===== src/rtl/cache_controller.sv =====
// ---------------------------------------------------------------------------
// cache_controller
//   Direct-mapped, write-back / write-allocate cache between a CPU port and
//   a byte-wide backing memory. 5-bit byte address split as {tag, index};
//   2**INDEX_W lines, each holding valid, dirty, tag and one data byte.
//
//   Optional feature (macro CACHE_STATS_EN): hit/miss statistics counters,
//   saturating at 8'hFF. Without the macro both counters are tied to 0.
//
// Ports
//   clock, reset_n      : clock (posedge) and asynchronous active-low reset
//   cpu_req             : access request, sampled only in IDLE
//   cpu_wren            : 1 = write, 0 = read
//   cpu_addr[4:0]       : byte address {tag, index}
//   cpu_wdata[7:0]      : write data
//   cpu_rdata[7:0]      : read data, valid while cpu_ready = 1
//   cpu_ready           : one-cycle completion pulse
//   cpu_hit             : qualifies cpu_ready, 1 = access hit
//   mem_address[4:0]    : backing-memory address
//   mem_data[7:0]       : backing-memory write data
//   mem_wren            : backing-memory write enable (memory writes on negedge)
//   mem_q[7:0]          : backing-memory read data (registered by memory)
//   hit_count[7:0]      : number of hits  (CACHE_STATS_EN only)
//   miss_count[7:0]     : number of misses (CACHE_STATS_EN only)
// ---------------------------------------------------------------------------
module cache_controller #(
    parameter int INDEX_W = 2
) (
    input  logic       clock,
    input  logic       reset_n,
    input  logic       cpu_req,
    input  logic       cpu_wren,
    input  logic [4:0] cpu_addr,
    input  logic [7:0] cpu_wdata,
    output logic [7:0] cpu_rdata,
    output logic       cpu_ready,
    output logic       cpu_hit,
    output logic [4:0] mem_address,
    output logic [7:0] mem_data,
    output logic       mem_wren,
    input  logic [7:0] mem_q,
    output logic [7:0] hit_count,
    output logic [7:0] miss_count
);

    localparam int TAG_W = 5 - INDEX_W;
    localparam int LINES = 1 << INDEX_W;

    typedef enum logic [2:0] {
        IDLE, COMPARE, WRITEBACK, ALLOCATE, ALLOC_WAIT, DONE
    } state_t;

    state_t             state;
    logic               req_wren;
    logic [4:0]         req_addr;
    logic [7:0]         req_wdata;
    logic [LINES-1:0]   valid;
    logic [LINES-1:0]   dirty;
    logic [TAG_W-1:0]   tag_mem  [LINES];
    logic [7:0]         data_mem [LINES];

    logic [INDEX_W-1:0] req_index;
    logic [TAG_W-1:0]   req_tag;
    logic [TAG_W-1:0]   line_tag;
    logic [7:0]         line_data;
    logic               line_hit;
    logic               line_we;
    logic               tag_we;
    logic [7:0]         line_wdata;

    assign req_index = req_addr[INDEX_W-1:0];
    assign req_tag   = req_addr[4:INDEX_W];
    assign line_tag  = tag_mem[req_index];
    assign line_data = data_mem[req_index];
    assign line_hit  = valid[req_index] && (line_tag == req_tag);

    // Line write port: write hits in COMPARE, fills (with optional merge)
    // in ALLOC_WAIT where mem_q already holds the requested byte.
    always_comb begin
        // NOTE: every always_comb output gets a default first so no latch is inferred.
        line_we    = 1'b0;
        tag_we     = 1'b0;
        line_wdata = req_wdata;
        if (state == COMPARE && line_hit && req_wren) begin
            line_we = 1'b1;
        end else if (state == ALLOC_WAIT) begin
            line_we    = 1'b1;
            tag_we     = 1'b1;
            line_wdata = req_wren ? req_wdata : mem_q;
        end
    end

    // NOTE: tag/data storage has no reset; the valid bits make stale contents unreachable.
    always_ff @(posedge clock) begin
        if (line_we) data_mem[req_index] <= line_wdata;
        if (tag_we)  tag_mem[req_index]  <= req_tag;
    end

    // NOTE: sequential state uses non-blocking assignments only.
    always_ff @(posedge clock or negedge reset_n) begin
        if (!reset_n) begin
            state       <= IDLE;
            req_wren    <= 1'b0;
            req_addr    <= '0;
            req_wdata   <= '0;
            valid       <= '0;
            dirty       <= '0;
            cpu_rdata   <= '0;
            cpu_ready   <= 1'b0;
            cpu_hit     <= 1'b0;
            mem_address <= '0;
            mem_data    <= '0;
            mem_wren    <= 1'b0;
        end else begin
            cpu_ready <= 1'b0;
            mem_wren  <= 1'b0;
            case (state)
                IDLE: begin
                    if (cpu_req) begin
                        req_wren  <= cpu_wren;
                        req_addr  <= cpu_addr;
                        req_wdata <= cpu_wdata;
                        state     <= COMPARE;
                    end
                end
                COMPARE: begin
                    if (line_hit) begin
                        cpu_hit   <= 1'b1;
                        cpu_rdata <= req_wren ? req_wdata : line_data;
                        cpu_ready <= 1'b1;
                        if (req_wren) dirty[req_index] <= 1'b1;
                        state     <= DONE;
                    end else if (valid[req_index] && dirty[req_index]) begin
                        // Victim write is set up here so mem_* are stable for
                        // the whole WRITEBACK cycle.
                        cpu_hit     <= 1'b0;
                        mem_address <= {line_tag, req_index};
                        mem_data    <= line_data;
                        mem_wren    <= 1'b1;
                        state       <= WRITEBACK;
                    end else begin
                        cpu_hit     <= 1'b0;
                        mem_address <= req_addr;
                        state       <= ALLOCATE;
                    end
                end
                WRITEBACK: begin
                    dirty[req_index] <= 1'b0;
                    mem_address      <= req_addr;
                    state            <= ALLOCATE;
                end
                ALLOCATE: begin
                    state <= ALLOC_WAIT;
                end
                ALLOC_WAIT: begin
                    valid[req_index] <= 1'b1;
                    dirty[req_index] <= req_wren;
                    cpu_rdata        <= line_wdata;
                    cpu_ready        <= 1'b1;
                    state            <= DONE;
                end
                DONE: begin
                    state <= IDLE;
                end
                default: state <= IDLE;
            endcase
        end
    end

`ifdef CACHE_STATS_EN
    always_ff @(posedge clock or negedge reset_n) begin
        if (!reset_n) begin
            hit_count  <= '0;
            miss_count <= '0;
        end else if (state == DONE) begin
            if (cpu_hit && hit_count != 8'hFF)
                hit_count <= hit_count + 8'd1;
            else if (!cpu_hit && miss_count != 8'hFF)
                miss_count <= miss_count + 8'd1;
        end
    end
`else
    assign hit_count  = 8'h00;
    assign miss_count = 8'h00;
`endif

endmodule


===== config.mk =====
export PLATFORM = sky130hd
export DESIGN_NAME = cache_controller
export DESIGN_NICKNAME = d
export VERILOG_FILES = /design/src/rtl/cache_controller.sv
export SDC_FILE = /design/constraint.sdc
export NUM_CORES = 1
export LEC_CHECK = 0
export ABC_AREA = 1
export BUFFER_PORTS_ARGS = -buffer_cell sky130_fd_sc_hd__buf_4
export CORE_ASPECT_RATIO = 0.9
export CORE_MARGIN = 2
export CORE_UTILIZATION = 55
export CTS_BUF_LIST = sky130_fd_sc_hd__clkbuf_2 sky130_fd_sc_hd__clkbuf_4 sky130_fd_sc_hd__clkbuf_8
export CTS_CLUSTER_SIZE = 8
export DETAILED_ROUTE_END_ITERATION = 10
export GPL_TIMING_DRIVEN = 0
export PLACE_DENSITY = 0.77
export SLEW_MARGIN = 0
export SYNTH_ARGS = -nofsm -noshare
export SYNTH_HDL_FRONTEND = slang
export SYNTH_SLANG_ARGS = --single-unit

===== constraint.sdc =====
create_clock -name clock -period 2.7 [get_ports clock]
set_input_delay 0.27 -clock clock [delete_from_list [all_inputs] [get_ports clock]]
set_output_delay 0.27 -clock clock [all_outputs]
set_load 0.05 [all_outputs]

==> flow_metrics.py, run 1 <==
metrics = {
    "status": {
        "status": "complete, but fails checks",
        "failed_checks": "negative setup slack",
    },
    "critical_path": {
        "slowest_delay_ns": 0.85,
        "crit_path_cell_trace": "buf_2 -> inv_2 -> nand2_2 -> inv_2 -> nand2_1 -> nand3_2 -> nand2_1 -> nor2_2 -> nand4_1 -> a21oi_1",
        "path_max_fanout": 8,
        "cp.arrival_ns": 2.75,
        "cp-end-kind": "flip-flop",
        "r2r_start": "req_addr[1]",
        "reg2reg_slack_ns": -0.06,
        "slowest_stage": "a21oi_1",
        "start_kind": "flip-flop",
        "crit_family": "compound AO/OA/AOI/OAI gates",
        "cp.required_ns": 2.69,
        "path_class": "flip-flop to flip-flop",
        "r2r_cells": 10,
        "worst-path-buf-inv": 3,
        "r2r-end": "data_mem[1][4]",
    },
    "yosys": {
        "syn_inst": 465,
        "synth_cell_type_count": 32,
        "ys_seq_area_frac": 0.587,
        "ys_ff_latch": 93,
        "synth_warnings": 0,
        "synth_area_per_cell_um2": 9.33,
        "synth.largest_area_cell": "edfxtp_1",
        "synth_area_um2": 4340,
        "ys_top_cells_by_area": "edfxtp_1 30%, dfrtp_1 28%, nand2_1 14%",
        "synth_top_area_frac": 0.304,
    },
    "routing": {
        "drc": 0,
        "via_per_inst": 5.34,
        "first_iter_violations": 251,
        "drt_wl_total_um": 10000,
        "wl_per_cell_um": 15.7,
        "firstDrtPassIters": 5,
        "num_vias": 3424,
        "ant_nets": 0,
    },
    "worst_hold_path": {
        "whs_path_depth": 2,
        "hp-class": "input pin to flip-flop",
        "hold_end": "req_wdata[4]",
        "worstHoldStart": "cpu_wdata[4]",
    },
    "global_routing": {
        "grt_max_degree": 50,
        "grt_usage": 0.246,
        "grt.overflow.total": 0,
        "grt_pass1_vias": 3264,
        "grt_pass1_wl_um": 16100,
        "grt_antenna_before_repair": 0,
    },
    "timing": {
        "period_minus_slack_ns": 2.76,
        "rsz0062_at_grt": "yes",
        "worst_slew_pin_slew_ns": 0.991,
        "final.period_utilization": 1.02,
        "tns_ns": -0.757,
        "skew_ns": 0.0120,
        "maxSlewHeadroom": 0.339,
        "layout_setup_ws_ns": -0.0629,
        "finalSetupViolCount": 24,
        "drv_slew": 0,
        "holdWs_ns": 0.131,
        "hold_violations": 0,
        "fmax_ghz": 0.362,
    },
    "placed_design": {
        "gp_congestion": 0.861,
        "dpl.hpwl_um": 7000,
        "io_buffers": 48,
        "place_ws_ns": -0.0750,
    },
    "floorplan": {
        "initial_core_util": 0.572,
        "core_um2": 7580,
        "die_area_um2": 8620,
        "die_w_um": 97.6,
        "core.rowCount": 30,
        "die_y_um": 88.3,
        "io_pins": 65,
    },
    "cells_and_area": {
        "multi_input_area_um2": 1510,
        "drive_gt1_frac": 0.215,
        "antennaDiodeCount": 0,
        "fin_nets": 565,
        "seq_area_um2": 2550,
        "nFillCells": 603,
        "area_delta_synth_final_pct": 16.9,
    },
    "power_and_ir_drop": {
        "peakVddDrop_mv": 0.488,
        "internal-power_mw": 3.38,
        "cellLeakagePower_nw": 2.40,
        "switching_share": 0.478,
        "p_sw_mw": 3.09,
        "p_comb_frac": 0.511,
        "clockPowerShare": 0.136,
        "powerDensity_nw_per_um2": 1270,
        "p_seq_frac": 0.353,
    },
    "clock_network": {
        "cts.path.max_buffers": 2,
        "cts_made_buffers": 9,
        "postCtsSetupRepairBufs": 0,
        "cts_root_buf": "clkbuf_8",
        "htreeDepth": 3,
        "clk_pin_slew_ns": 0.09,
        "cts_tree": "done",
        "clk_latency_ns": 0.37,
        "cts_num_sinks": 93,
    },
    "flow_run": {
        "drv_cap": 0,
    },
}
-- cell families (layout without fill, tap and decap cells) --
family	Yosys count	in the layout	share of synthesized area
buffers and inverters	68	133	0.0784
multiplexers	2	2	0.00519
AND/OR/NAND/NOR	228	228	0.225
other	1	16	0.000864
flip-flops	93	93	0.587
AO/OA/AOI/OAI	73	73	0.104
-- registers in the layout, summed over array words and instances, names as in the netlist --
register	cells
mem_wren	1
req_addr	5
mem_data	8
cpu_rdata	8
req_wdata	8
valid	4
cpu_ready	1
cpu_hit	1
data_mem	32
state	3
req_wren	1
dirty	4
tag_mem	12
mem_address	5
-- power groups by stage --
stage                     clock [mW]  combinational [mW]  sequential (mW)
final                          0.881                3.30             2.28
after global placement             0                3.19             2.28
after floorplan                    0                1.77             2.86
after CTS                      0.891                3.27             2.28
after global routing           0.944                3.61             2.33
after detailed placement           0                3.26             2.31
-- worst reg2reg max path, delay by kind of cell, from the launching register on --
| family | cells | cell delay, ns |
|---|---|---|
| AND/OR/NAND/NOR | 6 | 0.76 |
| AO/OA/AOI/OAI | 1 | 0.85 |
| buffers and inverters | 3 | 0.39 |
| flip-flops | 1 | 0.37 |
-- Yosys cell counts --
cell       number
edfxtp_1       44
o311ai_0        4
or2_2           3
inv_2           4
nand4_1         5
o2111ai_1       1
nor4_1          1
clkbuf_1        7
inv_1          32
nor2_2          2
o21ai_0        25
buf_2           5
conb_1          1
buf_4          17
dfrtp_1        49
o21ai_2         8
buf_6           2
buf_1           1
nor2_1         25
a22oi_1         7
nand3_2         2
nor3_4          1
and3_1          4
nand3_4         1
and2_1          3
nand2_2         4
o211ai_1        8
mux2_2          2
nand2_1       162
a21oi_1        20
nand3_1        14
nand2_4         1
-- layout by cell type (no fill, tap or decap), types with 3 or more instances in the layout --
master / Yosys / routed
and2_1: 3 / 3
inv_1: 32 / 32
buf_2: 5 / 5
or2_2: 3 / 3
nand3_1: 14 / 14
dfrtp_1: 49 / 49
inv_2: 4 / 4
o21ai_0: 25 / 25
conb_1: 1 / 16
o211ai_1: 8 / 8
buf_4: 17 / 65
nor2_1: 25 / 25
and3_1: 4 / 4
a22oi_1: 7 / 7
a21oi_1: 20 / 19
o21ai_2: 8 / 8
clkbuf_8: 0 / 11
nand4_1: 5 / 5
clkbuf_1: 7 / 7
edfxtp_1: 44 / 44
o311ai_0: 4 / 4
nand2_2: 4 / 4
nand2_1: 162 / 162
-- per-layer routing --
| metal | vias up | track usage | wire length [µm] |
|---|---|---|---|
| met2 | 143 | 0.377 | 4510 |
| met1 | 1603 | 0.330 | 4510 |
| met5 | - | 0 | 0 |
| li1 | 1660 | - | - |
| met3 | 18 | 0.0806 | 834 |
| met4 | 0 | 0.104 | 191 |
-- area by class of cell --
| cell class | instances | share of cell area |
|---|---|---|
| flip-flops and latches | 93 | 0.502 |
| multi-input cells | 319 | 0.298 |
| repair buffers | 49 | 0.0730 |
| plain buffers | 32 | 0.0404 |
| clock buffers | 11 | 0.0298 |
| inverters | 36 | 0.0266 |
| well taps | 96 | 0.0237 |
| clock inverters | 5 | 0.00617 |
-- timing repair --
item                                    CTS  global route
hold endpoints to repair                 49             0
endpoints found under the setup margin    8            24
pin swaps                                 0             0
gates resized for setup                   1             0
hold buffers                              1             0
-- worst max path at each step --
| stage | startpoint | end | slack, ns | depth (start not counted) |
|---|---|---|---|---|
| CTS | req_addr[1] | data_mem[3][1] | -0.003 | 10 |
| global route | req_addr[1] | data_mem[1][7] | -0.20 | 10 |
| global placement | req_addr[1] | data_mem[0][3] | 0.03 | 10 |
| floorplan | req_addr[0] | data_mem[0][0] | 0.61 | 8 |
| finish | req_addr[1] | data_mem[1][4] | -0.06 | 10 |
| detailed placement | req_addr[0] | data_mem[0][3] | -0.08 | 8 |
-- per-stage QoR --
stage	utilization	std cells	cell area [µm²]	power, mW
4_1_cts	0.669	641	5070	6.44
3_5_place_dp	0.643	624	4880	5.57
3_3_place_gp	0.643	624	4880	5.47
5_1_grt	0.669	641	5070	6.89
2_1_floorplan	-	480	4400	4.62
6_report	0.669	641	5070	6.47
Note: power is estimated with default switching activity, not from simulation.
==> run 2: changes to the inputs <==
--- a/config.mk
+++ b/config.mk
@@ -6,7 +6,7 @@
 export NUM_CORES = 1
 export LEC_CHECK = 0
 export ABC_AREA = 1
-export BUFFER_PORTS_ARGS = -buffer_cell sky130_fd_sc_hd__buf_4
+export BUFFER_PORTS_ARGS = -buffer_cell sky130_fd_sc_hd__buf_2
 export CORE_ASPECT_RATIO = 0.9
 export CORE_MARGIN = 2
 export CORE_UTILIZATION = 55
==> run 2 against run 1 <==
The run still ends with negative setup slack left. Largest cell class unchanged. Critical endpoint is now data_mem[2][4]. Non-clock buffer count shrank 1. Clock skew grew 0.0020 ns. Highest routed layer unchanged. Die area stayed put. Critical path type unchanged.
==> flow_metrics.py, run 2 (synthesis results as in run 1) <==
metrics = {
    "cells_and_area": {
        "final_cell_mix": "162 x nand2_1, 53 x buf_2, 49 x dfrtp_1, 44 x edfxtp_1, 32 x inv_1",
        "reg_top3": "data_mem x32, tag_mem x12",
        "area_delta_synth_final_pct": 15.4,
        "layout_commonest_cell": "nand2_1",
        "fin_nets": 564,
        "largest-register": "data_mem",
        "nFillCells": 619,
        "drive_gt1_frac": 0.215,
        "antennaDiodeCount": 0,
        "largest_register_ffs": 32,
        "final_cells": 640,
    },
    "global_routing": {
        "grt.overflow.total": 0,
        "grt_max_degree": 50,
        "grt_antenna_before_repair": 0,
        "grt_usage": 0.244,
        "grt_pass1_vias": 3169,
        "grt_pass1_wl_um": 15900,
    },
    "floorplan": {
        "io_pins": 65,
        "core.rowCount": 30,
        "die_area_um2": 8620,
        "initial_core_util": 0.572,
        "die_y_um": 88.3,
        "die_w_um": 97.6,
        "core_um2": 7580,
    },
    "clock_network": {
        "htreeDepth": 3,
        "cts_made_buffers": 9,
        "cts_tree": "done",
        "ctsHoldBuffers": 0,
        "postCtsSetupRepairBufs": 0,
        "clk_latency_ns": 0.37,
        "cts.path.max_buffers": 2,
        "cts_num_sinks": 93,
        "cts_root_buf": "clkbuf_8",
        "clk_pin_slew_ns": 0.08,
    },
    "timing": {
        "skew_ns": 0.0139,
        "fmax_ghz": 0.360,
        "period_minus_slack_ns": 2.78,
        "layout_setup_ws_ns": -0.0814,
        "finalSetupViolCount": 24,
        "drv_slew": 0,
        "rsz0062_at_grt": "yes",
        "final.period_utilization": 1.03,
        "worst_slew_pin_slew_ns": 1.15,
        "maxSlewHeadroom": 0.235,
        "hold_violations": 0,
    },
    "worst_hold_path": {
        "hp-class": "input pin to asynchronous set/reset pin",
    },
    "status": {
        "failed_checks": "negative setup slack",
        "status": "complete, but fails checks",
    },
    "critical_path": {
        "start_kind": "flip-flop",
        "reg2reg_slack_ns": -0.08,
        "slowest_stage": "a21oi_1",
        "startpoint": "req_addr[0]",
        "worst-path-buf-inv": 1,
        "cp.depth": 8,
        "cp.arrival_ns": 2.76,
        "cp.required_ns": 2.68,
        "crit_path_cell_trace": "buf_4 -> nor2_1 -> nand2_1 -> nand3_2 -> nand2_1 -> nor2_2 -> nand4_1 -> a21oi_1",
        "slowest_delay_ns": 0.83,
        "path_max_fanout": 10,
        "r2r_start": "req_addr[0]",
        "cp-end-kind": "flip-flop",
        "path_class": "flip-flop to flip-flop",
        "crit_path_frequent_cell": "nand2_1",
        "crit_family": "simple AND/OR/NAND/NOR gates",
        "r2r_cells": 8,
    },
    "placed_design": {
        "dpl.hpwl_um": 6880,
        "io_buffers": 48,
        "placedCellCount": 624,
        "place_ws_ns": 0.0247,
        "gp_congestion": 0.846,
    },
    "routing": {
        "ant_nets": 0,
        "wl_per_cell_um": 15.7,
        "first_iter_violations": 279,
        "drt_wl_total_um": 10000,
        "num_vias": 3451,
        "firstDrtPassIters": 5,
        "drc": 0,
        "via_per_inst": 5.39,
    },
    "power_and_ir_drop": {
        "cellLeakagePower_nw": 2.39,
        "peakVddDrop_mv": 0.492,
        "finalPower_mw": 6.60,
        "powerDensity_nw_per_um2": 1320,
    },
    "flow_run": {
        "drv_cap": 0,
    },
}
[run 2: area by class of cell]
| type | instances | area, µm² | area share |
|---|---|---|---|
| Sequential cell | 93 | 2550 | 0.509 |
| Buffer | 32 | 205 | 0.0410 |
| Tap cell | 96 | 120 | 0.0240 |
| Clock inverter | 6 | 109 | 0.0217 |
| Inverter | 36 | 135 | 0.0270 |
| Timing Repair Buffer | 48 | 240 | 0.0480 |
| Clock buffer | 10 | 138 | 0.0275 |
| Multi-Input combinational cell | 319 | 1510 | 0.302 |
[run 2: metrics by stage]
stage	utilization	hold WS [ns]	setup TNS, ns	area (µm²)
floorplan	-	-0.0256	0	4400
global placement	0.627	0.437	0	4760
detailed placement	0.627	0.453	0	4760
CTS	0.660	0.121	-0.00434	5010
global route	0.660	0.124	-4.14	5010
finish	0.660	0.116	-1.12	5010
[run 2: worst register-to-register path: stages, from the launching register on]
cell	delay, ns
dfrtp_1	0.43
buf_4	0.19
nor2_1	0.22
nand2_1	0.11
nand3_2	0.13
nand2_1	0.08
nor2_2	0.16
nand4_1	0.25
a21oi_1	0.83
[run 2: layer usage]
metal,part of all wire,wire length [µm],track usage,vias up
met4,0.027,268,0.102,0
met2,0.44,4450,0.378,161
met5,0,0,0,-
met3,0.082,820,0.0742,26
met1,0.45,4480,0.326,1609
li1,-,-,-,1655
[run 2: where the power goes]
part / switching, mW / total, mW / internal [mW]
clock: 0.480 / 1.12 / 0.640
combinational: 2.34 / 3.20 / 0.860
sequential: 0.261 / 2.28 / 2.02
total: 3.08 / 6.60 / 3.52
[run 2: path summary, 6_finish.rpt]
path / end
max: data_mem[2][4]
min: req_addr[0]
max reg2reg: data_mem[2][4]
min reg2reg: valid[2]
max in group asynchronous: mem_data[2]
min in group clock: req_wdata[0]
[run 2: what timing repair did]
action,CTS,global route
endpoints found under the hold margin,0,0
gates resized for setup,1,0
endpoints found under the setup margin,4,24
gates cloned,0,0
==> run 3: changes to the inputs <==
--- a/config.mk
+++ b/config.mk
@@ -8,13 +8,13 @@
 export ABC_AREA = 1
 export BUFFER_PORTS_ARGS = -buffer_cell sky130_fd_sc_hd__buf_2
 export CORE_ASPECT_RATIO = 0.9
-export CORE_MARGIN = 2
 export CORE_UTILIZATION = 55
 export CTS_BUF_LIST = sky130_fd_sc_hd__clkbuf_2 sky130_fd_sc_hd__clkbuf_4 sky130_fd_sc_hd__clkbuf_8
 export CTS_CLUSTER_SIZE = 8
 export DETAILED_ROUTE_END_ITERATION = 10
 export GPL_TIMING_DRIVEN = 0
 export PLACE_DENSITY = 0.77
+export SETUP_SLACK_MARGIN = 0.05
 export SLEW_MARGIN = 0
 export SYNTH_ARGS = -nofsm -noshare
 export SYNTH_HDL_FRONTEND = slang
==> constraint.sdc (replaced) <==
create_clock -name clock -period 2.7 [get_ports clock]
set_input_delay 0.27 -clock clock [delete_from_list [all_inputs] [get_ports clock]]
set_output_delay 0.27 -clock clock [all_outputs]
set_load 0.01 [all_outputs]
==> run 3 against run 2 <==
The flow still finishes with violations (negative setup slack). Worst hold slack better by 0.0099 ns. Die area is 4.3% lower. Total power is 14% lower. Final area is 1.6% lower. Largest cell class unchanged.
==> flow_metrics.py, run 3 (synthesis results as in run 1) <==
metrics = {
    "status": {
        "status": "complete, but fails checks",
        "failed_checks": "negative setup slack",
    },
    "placed_design": {
        "placedCellCount": 624,
        "gp_congestion": 0.813,
        "dpl.hpwl_um": 6620,
        "io_buffers": 48,
        "place_ws_ns": 0.0274,
    },
    "global_routing": {
        "grt_pass1_vias": 2956,
        "gr-usage-met2": 0.346,
        "grt.overflow.total": 0,
        "grt_max_degree": 50,
        "grtUsageMet1": 0.369,
        "grt_antenna_before_repair": 0,
        "grt_usage": 0.252,
        "busiest_layer": "met1",
        "grt_pass1_wl_um": 14800,
        "use_met3": 0.0947,
    },
    "cells_and_area": {
        "nFillCells": 625,
        "layout_commonest_cell": "nand2_1",
        "drive_gt1_frac": 0.215,
        "largest-register": "data_mem",
        "reg_top3": "data_mem x32, tag_mem x12",
        "fin_nets": 564,
        "final_cells": 640,
        "antennaDiodeCount": 0,
        "area_delta_synth_final_pct": 13.5,
        "final_cell_mix": "162 x nand2_1, 53 x buf_2, 49 x dfrtp_1, 44 x edfxtp_1, 32 x inv_1",
        "largest_register_ffs": 32,
    },
    "critical_path": {
        "reg2reg_slack_ns": -0.03,
        "r2r_cells": 10,
        "cp.arrival_ns": 2.71,
        "r2r_start": "req_addr[1]",
        "cp-end-kind": "flip-flop",
        "cp.required_ns": 2.69,
        "r2r-end": "data_mem[2][1]",
        "path_max_fanout": 8,
        "path_class": "flip-flop to flip-flop",
        "start_kind": "flip-flop",
    },
    "timing": {
        "layout_setup_ws_ns": -0.0270,
        "rsz0062_at_grt": "yes",
        "finalSetupViolCount": 8,
        "final.period_utilization": 1.01,
        "drv_slew": 0,
        "worst_slew_pin_slew_ns": 1.14,
        "skew_ns": 0.0132,
        "fmax_ghz": 0.367,
        "period_minus_slack_ns": 2.73,
        "tns_ns": -0.175,
        "maxSlewHeadroom": 0.239,
        "hold_violations": 0,
    },
    "routing": {
        "first_iter_violations": 302,
        "ant_nets": 0,
        "num_vias": 3348,
        "drt_wl_total_um": 9570,
        "wl_per_cell_um": 14.9,
        "firstDrtPassIters": 6,
        "drc": 0,
        "via_per_inst": 5.23,
    },
    "clock_network": {
        "cts.path.max_buffers": 2,
        "ctsHoldBuffers": 0,
        "cts_num_sinks": 93,
        "cts_tree": "done",
        "clk_latency_ns": 0.37,
        "htreeDepth": 3,
        "cts_made_buffers": 9,
        "postCtsSetupRepairBufs": 0,
        "clk_pin_slew_ns": 0.09,
        "cts_root_buf": "clkbuf_8",
    },
    "floorplan": {
        "die_y_um": 86.3,
        "die_w_um": 95.6,
        "io_pins": 65,
        "die_area_um2": 8250,
        "initial_core_util": 0.572,
        "core_um2": 7580,
        "core.rowCount": 30,
    },
    "power_and_ir_drop": {
        "p_comb_frac": 0.456,
        "peakVddDrop_mv": 0.498,
        "switching_share": 0.434,
        "powerDensity_nw_per_um2": 1150,
        "clockPowerShare": 0.143,
        "internal-power_mw": 3.20,
        "p_seq_frac": 0.400,
        "p_sw_mw": 2.46,
        "cellLeakagePower_nw": 2.36,
    },
    "worst_hold_path": {
        "hp-class": "input pin to asynchronous set/reset pin",
    },
    "flow_run": {
        "drv_cap": 0,
    },
}
[run 3: cell type report]
cell class              count  area (µm²)  area share
repair buffers             48         240      0.0488
plain buffers              32         205      0.0417
flip-flops and latches     93        2550       0.517
multi-input cells         319        1510       0.307
inverters                  36         135      0.0274
clock inverters             7        40.0     0.00813
well taps                  96         120      0.0244
clock buffers               9         124      0.0252
[run 3: worst max-delay path, cell delays in order, from the launching register on]
cell and delay (ns):
dfrtp_1 0.36, buf_2 0.16, inv_2 0.14, nand2_2 0.12, inv_2 0.08, nand2_1 0.06
nand3_2 0.11, nand2_1 0.07, nor2_2 0.16, nand4_1 0.24, a21oi_1 0.85
[run 3: worst max-delay path by stage]
stage | startpoint | end | slack, ns | cells past startpoint
finish | req_addr[1] | data_mem[2][1] | -0.03 | 10
global route | req_addr[0] | data_mem[2][1] | -0.18 | 8
CTS | req_addr[1] | data_mem[0][1] | 0.009 | 10
detailed placement | req_addr[1] | data_mem[0][3] | 0.03 | 10
global placement | req_addr[1] | data_mem[0][3] | 0.03 | 10
floorplan | req_addr[0] | data_mem[0][0] | 0.61 | 8
[run 3: repair_timing]
item | CTS | global route
gates cloned | 0 | 0
resized for setup | 0 | 1
endpoints found under the setup margin | 16 | 32
[run 3: per-stage QoR]
stage           util  instance area [µm²]  power [mW]  hold WS, ns
6_report       0.650                 4920        5.66        0.126
5_1_grt        0.650                 4920        6.10        0.124
4_1_cts        0.649                 4920        5.64        0.128
3_5_place_dp   0.627                 4760        4.85        0.454
3_3_place_gp   0.627                 4760        4.77        0.438
2_1_floorplan      -                 4400        4.05      -0.0256
[run 3: per-layer routing]
metal,vias to the layer above,wire length (µm)
li1,1654,-
met1,1536,4340
met2,147,4190
met3,11,875
met4,0,161
met5,-,0
[run 3: power by group through the flow]
stage / sequential (mW) / combinational, mW / clock (mW)
2_1_floorplan: 2.32 / 1.73 / 0
3_3_place_gp: 2.28 / 2.49 / 0
3_5_place_dp: 2.29 / 2.55 / 0
4_1_cts: 2.26 / 2.56 / 0.819
5_1_grt: 2.32 / 2.91 / 0.880
6_report: 2.27 / 2.58 / 0.812
